[config.mk]
export PLATFORM = sky130hd
export DESIGN_NAME = or1k_wb_ext_arbiter
export DESIGN_NICKNAME = d
export VERILOG_FILES = /design/src/rtl/or1k_wb_ext_arbiter.sv
export SDC_FILE = /design/constraint.sdc
export NUM_CORES = 1
export LEC_CHECK = 0
export BUFFER_PORTS_ARGS = -buffer_cell sky130_fd_sc_hd__buf_2
export CORE_AREA = 4 4 394 396
export DETAILED_ROUTE_END_ITERATION = 10
export DIE_AREA = 0 0 398 400
export PLACE_DENSITY_LB_ADDON = 0.05
export SLEW_MARGIN = 25
export SYNTH_ARGS = -nofsm -noshare
export SYNTH_HDL_FRONTEND = slang
export SYNTH_SLANG_ARGS = --single-unit
[constraint.sdc]
create_clock -name clk -period 4.55 [get_ports clk]
set_input_delay 0.2275 -clock clk [delete_from_list [all_inputs] [get_ports clk]]
set_output_delay 0.2275 -clock clk [all_outputs]
set_load 0.02 [all_outputs]
[src/rtl/or1k_wb_ext_arbiter.sv]
// or1k_wb_ext_arbiter
// Shares one external Wishbone slave among NODES tile masters. Masters are
// granted round-robin. An owner keeps the bus until it drops m_cyc_i, so bursts
// and stb-low gaps are never split. While a master owns the bus, its request
// passes straight through to the slave and the slave's responses go back to
// that master only. A wait counter reports a stalled access as a one-cycle
// error to the owner, without taking the bus away from it.
//
// Ports
//   clk, rst          clock; asynchronous active-low reset
//   m_*_i             per-master Wishbone request (adr, dat, sel, cyc, stb, we,
//                     cab, cti, bte)
//   m_ack_o/err_o/rty_o, m_dat_o
//                     per-master responses and read data
//   s_*_o             shared slave request
//   s_ack_i/err_i/rty_i, s_dat_i
//                     slave responses and read data
//   grant_o           one-hot current owner; zero when idle
module or1k_wb_ext_arbiter #(
  parameter int unsigned AW      = 32,
  parameter int unsigned DW      = 32,
  parameter int unsigned NODES   = 8,
  parameter int unsigned TIMEOUT = 255
) (
  input  logic                      clk,
  input  logic                      rst,
  input  logic [NODES-1:0][AW-1:0]  m_adr_i,
  input  logic [NODES-1:0][DW-1:0]  m_dat_i,
  input  logic [NODES-1:0]          m_cyc_i,
  input  logic [NODES-1:0]          m_stb_i,
  input  logic [NODES-1:0]          m_we_i,
  input  logic [NODES-1:0]          m_cab_i,
  input  logic [NODES-1:0][3:0]     m_sel_i,
  input  logic [NODES-1:0][2:0]     m_cti_i,
  input  logic [NODES-1:0][1:0]     m_bte_i,
  output logic [NODES-1:0]          m_ack_o,
  output logic [NODES-1:0]          m_err_o,
  output logic [NODES-1:0]          m_rty_o,
  output logic [NODES-1:0][DW-1:0]  m_dat_o,
  output logic [AW-1:0]             s_adr_o,
  output logic [DW-1:0]             s_dat_o,
  output logic [3:0]                s_sel_o,
  output logic                      s_cyc_o,
  output logic                      s_stb_o,
  output logic                      s_we_o,
  output logic                      s_cab_o,
  output logic [2:0]                s_cti_o,
  output logic [1:0]                s_bte_o,
  input  logic                      s_ack_i,
  input  logic                      s_err_i,
  input  logic                      s_rty_i,
  input  logic [DW-1:0]             s_dat_i,
  output logic [NODES-1:0]          grant_o
);

  localparam int unsigned IW = (NODES > 1) ? $clog2(NODES) : 1;
  localparam int unsigned CW = 16;

  typedef enum logic {
    IDLE = 1'b0,
    BUSY = 1'b1
  } state_t;

  state_t        state_q, state_d;
  logic [IW-1:0] owner_q, owner_d;
  logic [IW-1:0] last_q, last_d;
  logic [CW-1:0] cnt_q, cnt_d;
  logic [IW-1:0] pick;
  logic          pick_vld;
  logic          own_cyc;
  logic          own_stb;
  logic          resp;
  logic          timeout;

  // Round-robin search: first requester after the previous owner, wrapping.
  always_comb begin : p_pick
    int unsigned   idx;
    logic [IW-1:0] cand;
    pick     = '0;
    pick_vld = 1'b0;
    idx      = 0;
    cand     = '0;
    for (int unsigned k = 1; k <= NODES; k++) begin
      idx  = (32'(last_q) + k) % NODES;
      cand = IW'(idx);
      if (!pick_vld && m_cyc_i[cand]) begin
        pick_vld = 1'b1;
        pick     = cand;
      end
    end
  end

  // State register; reset leaves the next search starting at index 0.
  always_ff @(posedge clk or negedge rst) begin : p_state
    if (!rst) begin
      state_q <= IDLE;
      owner_q <= '0;
      last_q  <= IW'(NODES - 1);
      cnt_q   <= '0;
    end else begin
      state_q <= state_d;
      owner_q <= owner_d;
      last_q  <= last_d;
      cnt_q   <= cnt_d;
    end
  end

  // Next state, owner pass-through, response routing and wait counter.
  always_comb begin : p_fsm
    state_d = state_q;
    owner_d = owner_q;
    last_d  = last_q;
    cnt_d   = '0;
    own_cyc = 1'b0;
    own_stb = 1'b0;
    resp    = 1'b0;
    timeout = 1'b0;
    s_adr_o = '0;
    s_dat_o = '0;
    s_sel_o = '0;
    s_cyc_o = 1'b0;
    s_stb_o = 1'b0;
    s_we_o  = 1'b0;
    s_cab_o = 1'b0;
    s_cti_o = '0;
    s_bte_o = '0;
    m_ack_o = '0;
    m_err_o = '0;
    m_rty_o = '0;
    grant_o = '0;

    case (state_q)
      IDLE: begin
        if (pick_vld) begin
          state_d = BUSY;
          owner_d = pick;
        end
      end
      BUSY: begin
        own_cyc = m_cyc_i[owner_q];
        own_stb = m_stb_i[owner_q];
        resp    = s_ack_i | s_err_i | s_rty_i;
        // A real slave response in the same cycle wins over the timeout.
        timeout = own_stb && !resp && (cnt_q == CW'(TIMEOUT));

        grant_o[owner_q] = 1'b1;
        s_adr_o = m_adr_i[owner_q];
        s_dat_o = m_dat_i[owner_q];
        s_sel_o = m_sel_i[owner_q];
        s_cyc_o = own_cyc;
        s_stb_o = own_stb & ~timeout;
        s_we_o  = m_we_i[owner_q];
        s_cab_o = m_cab_i[owner_q];
        s_cti_o = m_cti_i[owner_q];
        s_bte_o = m_bte_i[owner_q];

        m_ack_o[owner_q] = s_ack_i;
        m_err_o[owner_q] = s_err_i | timeout;
        m_rty_o[owner_q] = s_rty_i;

        // Count only stalled strobes; any response, gap or timeout clears.
        if (s_stb_o && !resp) begin
          cnt_d = cnt_q + CW'(1);
        end

        if (!own_cyc) begin
          state_d = IDLE;
          last_d  = owner_q;
        end
      end
      default: state_d = IDLE;
    endcase
  end

  // Read data is shared; each master sees it only alongside its own ack.
  always_comb begin : p_rdata
    for (int unsigned i = 0; i < NODES; i++) begin
      m_dat_o[i] = m_ack_o[i] ? s_dat_i : '0;
    end
  end

endmodule

==> impl_metrics.yaml <==
critical_path:
  r2r_slack_ns: 1.55
  crit_path_start_kind: "register"
  crit_arrival_ns: 3.20
  cp-end-kind: "output port"
  slowest_stage: "nor2b_1"
  crit_chain: "buf_12 -> nor2b_1 -> nand2_1 -> nor2_2 -> buf_4 -> and3_1 -> buf_2"
  required_ns: 4.32
  crit_fanout: 51
  cpPeakStageDelay_ns: 0.78
  setup.worst_path.class: "reg2out"
global_route:
  grt_antenna_before_repair: 115
  grt_util_all_layers: 0.132
  grt_max_degree: 122
  gr-total-overflow: 0
  grt_pass1_wl_mm: 145
  grt_pass1_vias: 15500
sta:
  relSlewSlack: 0.357
  slew_violations: 0
  rsz0062_at_grt: "no"
  fin_crit_ns: 3.42
  finalCritPeriodShare: 0.753
  setup_viol: 0
  worst_slew_pin_slew_ns: 0.963
  timing_hold_violations_final: 0
  final.setup_skew_ns: 0.00242
  final.setup.tns_ns: 0
  fmax_mhz: 292
cells_and_area:
  nNetsFinal: 2859
  design_area_um2: 17100
  drive_gt1_frac: 0.524
  syn_to_final_growth_pct: 81.4
clock_tree:
  tritoncts: "yes"
  htreeDepth: 1
  post-cts-setup-buffer-count: 0
  clkLatencyLatePin_ns: 0.27
  cts_hold_buf: 1
  cts_resized: 0
  clock_path_buffers: 2
  cts_buffers: 3
  cts-root-buf: "clkbuf_16"
  clock-sinks: 23
  path_clk_slew_ns: 0.07
placed_design:
  dp_hpwl_mm: 93.7
  gp_congestion: 0.836
  post_dp_cell_area_um2: 16900
  portBuffers: 1017
routing:
  met1Wirelength_mm: 42.3
  ant_nets: 0
  wl_per_cell_um: 26.5
  drt-pass1-iter-count: 5
  top_layer: "met5"
  wl_met3_mm: 8.67
  routed_wl_mm: 113
  vias: 14600
  vias_per_cell: 3.43
  detail_route.iter0.violations: 701
  drc_errors: 0
  wl_met2_mm: 59.2
synthesis:
  ys_seq_elements: 23
  syn_area_um2: 9420
  ys.flop_type: "dfrtp_1"
  synth-edff-count: 0
  netlist_instances: 1291
  syn_avg_cell_area_um2: 7.30
  yosysSeqAreaShare: 0.0615
  synth-async-reset-ratio: 1.00
  syn-num-nets: 1947
  ys_types: 50
  yosysWarnings: 0
power:
  power_mw: 9.19
  irDropWorstVdd_v: 0.000252
  power_density_nw_per_um2: 538
  leakage_nw: 9.00
floorplan:
  ioPinCount: 1018
  core.rowCount: 143
  die_area_um2: 159000
  die_height_um: 400
  core_area_um2: 152000
  die_w_um: 398
  start_util: 0.0622
worst_hold_path:
  hp-class: "in2reg"
flow_run:
  drv_cap: 0
run_status:
  status: "finished, final reports clean"
==> report_power, final <==
part	total [mW]	switching, mW	internal (mW)	leakage, nW
Combinational	8.49	5.50	2.99	8.66
Clock	0.207	0.0884	0.119	0.0411
Sequential	0.493	0.233	0.260	0.298
==> layer usage <==
metal  track usage  vias up
li1              -     6697
met1         0.145     7038
met2         0.250      668
met3        0.0408      171
met4        0.0211       66
met5             0        -
==> Yosys cell counts, types with 16 or more instances <==
master,n,area (um2)
nand2_1,20,75.1
mux2_1,71,800
o21a_1,75,563
o22ai_1,75,469
a21oi_1,45,225
mux4_2,16,360
nor2_1,146,548
mux2i_1,125,1250
and2_1,79,494
a22oi_1,110,826
and3_1,203,1270
buf_1,21,78.8
dfrtp_1,20,500
mux2_2,53,597
clkbuf_1,117,439
==> layout make-up <==
| type | instances | area, um2 |
|---|---|---|
| multi-input cells | 1106 | 8250 |
| repair buffers | 1060 | 5500 |
| diodes | 35 | 87.6 |
| inverters | 9 | 33.8 |
| clock buffers | 3 | 75.1 |
| fillers | 18000 | 134000 |
| flip-flops and latches | 23 | 594 |
| clock inverters | 1 | 5.00 |
| well taps | 2030 | 2540 |
==> cell families (layout without fill, tap and decap cells) <==
group / count (synthesis) / count (layout) / share of synthesized area
simple gates: 494 / 494 / 0.284
compound gates: 324 / 324 / 0.239
mux: 268 / 268 / 0.326
buf+inv: 162 / 1073 / 0.0689
flops: 23 / 23 / 0.0615
xor+xnor: 17 / 17 / 0.0158
fa+ha+maj: 3 / 3 / 0.00399
other cells: 0 / 35 / 0
==> registers in the layout, indices dropped and copies added, names as in the netlist <==
register	count
last_q	3
state_q	1
owner_q	3
cnt_q	16
==> path summary, 6_finish.rpt <==
path                       depth (start not counted)                      to                   start
max in group asynchronous                          2  owner_q[1]$_DFFE_PN0P_                     rst
min in group asynchronous                          2     cnt_q[15]$_DFF_PN0_                     rst
setup / recovery                                   7             m_dat_o[83]  owner_q[2]$_DFFE_PN0P_
hold reg to reg                                    1      cnt_q[0]$_DFF_PN0_      cnt_q[0]$_DFF_PN0_
hold / removal                                     3      cnt_q[1]$_DFF_PN0_                 s_err_i
setup reg to reg                                   8  owner_q[1]$_DFFE_PN0P_   last_q[0]$_DFFE_PN1P_
==> worst max-delay path: cells and delay by family, from the launching register on <==
family | cells | cell delay [ns]
buffers and inverters | 3 | 0.91
flip-flops | 1 | 0.61
AND/OR/NAND/NOR | 4 | 1.39
==> cell usage in the layout, fill, tap and decap left out, types with 4 or more instances in the layout <==
| cell type | synthesis | routed |
|---|---|---|
| dfrtp_1 | 20 | 16 |
| o22ai_1 | 75 | 75 |
| buf_12 | 0 | 5 |
| inv_1 | 9 | 9 |
| mux2i_1 | 125 | 125 |
| nand3_1 | 15 | 15 |
| a21oi_1 | 45 | 45 |
| o21a_1 | 75 | 75 |
| nand2_1 | 20 | 19 |
| mux2_1 | 71 | 71 |
| and2_1 | 79 | 78 |
| diode_2 | 0 | 35 |
| xor2_1 | 10 | 10 |
| mux2_2 | 53 | 53 |
| nor2b_1 | 11 | 9 |
| nor3_1 | 6 | 6 |
| mux4_2 | 16 | 16 |
| a22oi_1 | 110 | 110 |
| buf_4 | 0 | 37 |
| dfrtp_4 | 0 | 4 |
| xnor2_1 | 7 | 7 |
| buf_2 | 12 | 1016 |
| and3_1 | 203 | 203 |
| nor2_1 | 146 | 143 |
==> metrics by stage <==
| step | utilization | hold slack (ns) | std cells | setup WS (ns) |
|---|---|---|---|---|
| 2_1_floorplan | - | -0.0681 | 1291 | 1.65 |
| 3_3_place_gp | 0.111 | 0.283 | 4225 | 1.31 |
| 3_5_place_dp | 0.111 | 0.280 | 4225 | 1.27 |
| 4_1_cts | 0.112 | 0.336 | 4230 | 0.975 |
| 5_1_grt | 0.112 | 0.352 | 4245 | 0.859 |
| 6_report | 0.113 | 0.330 | 4267 | 1.13 |
(Power assumes the default switching activity.)
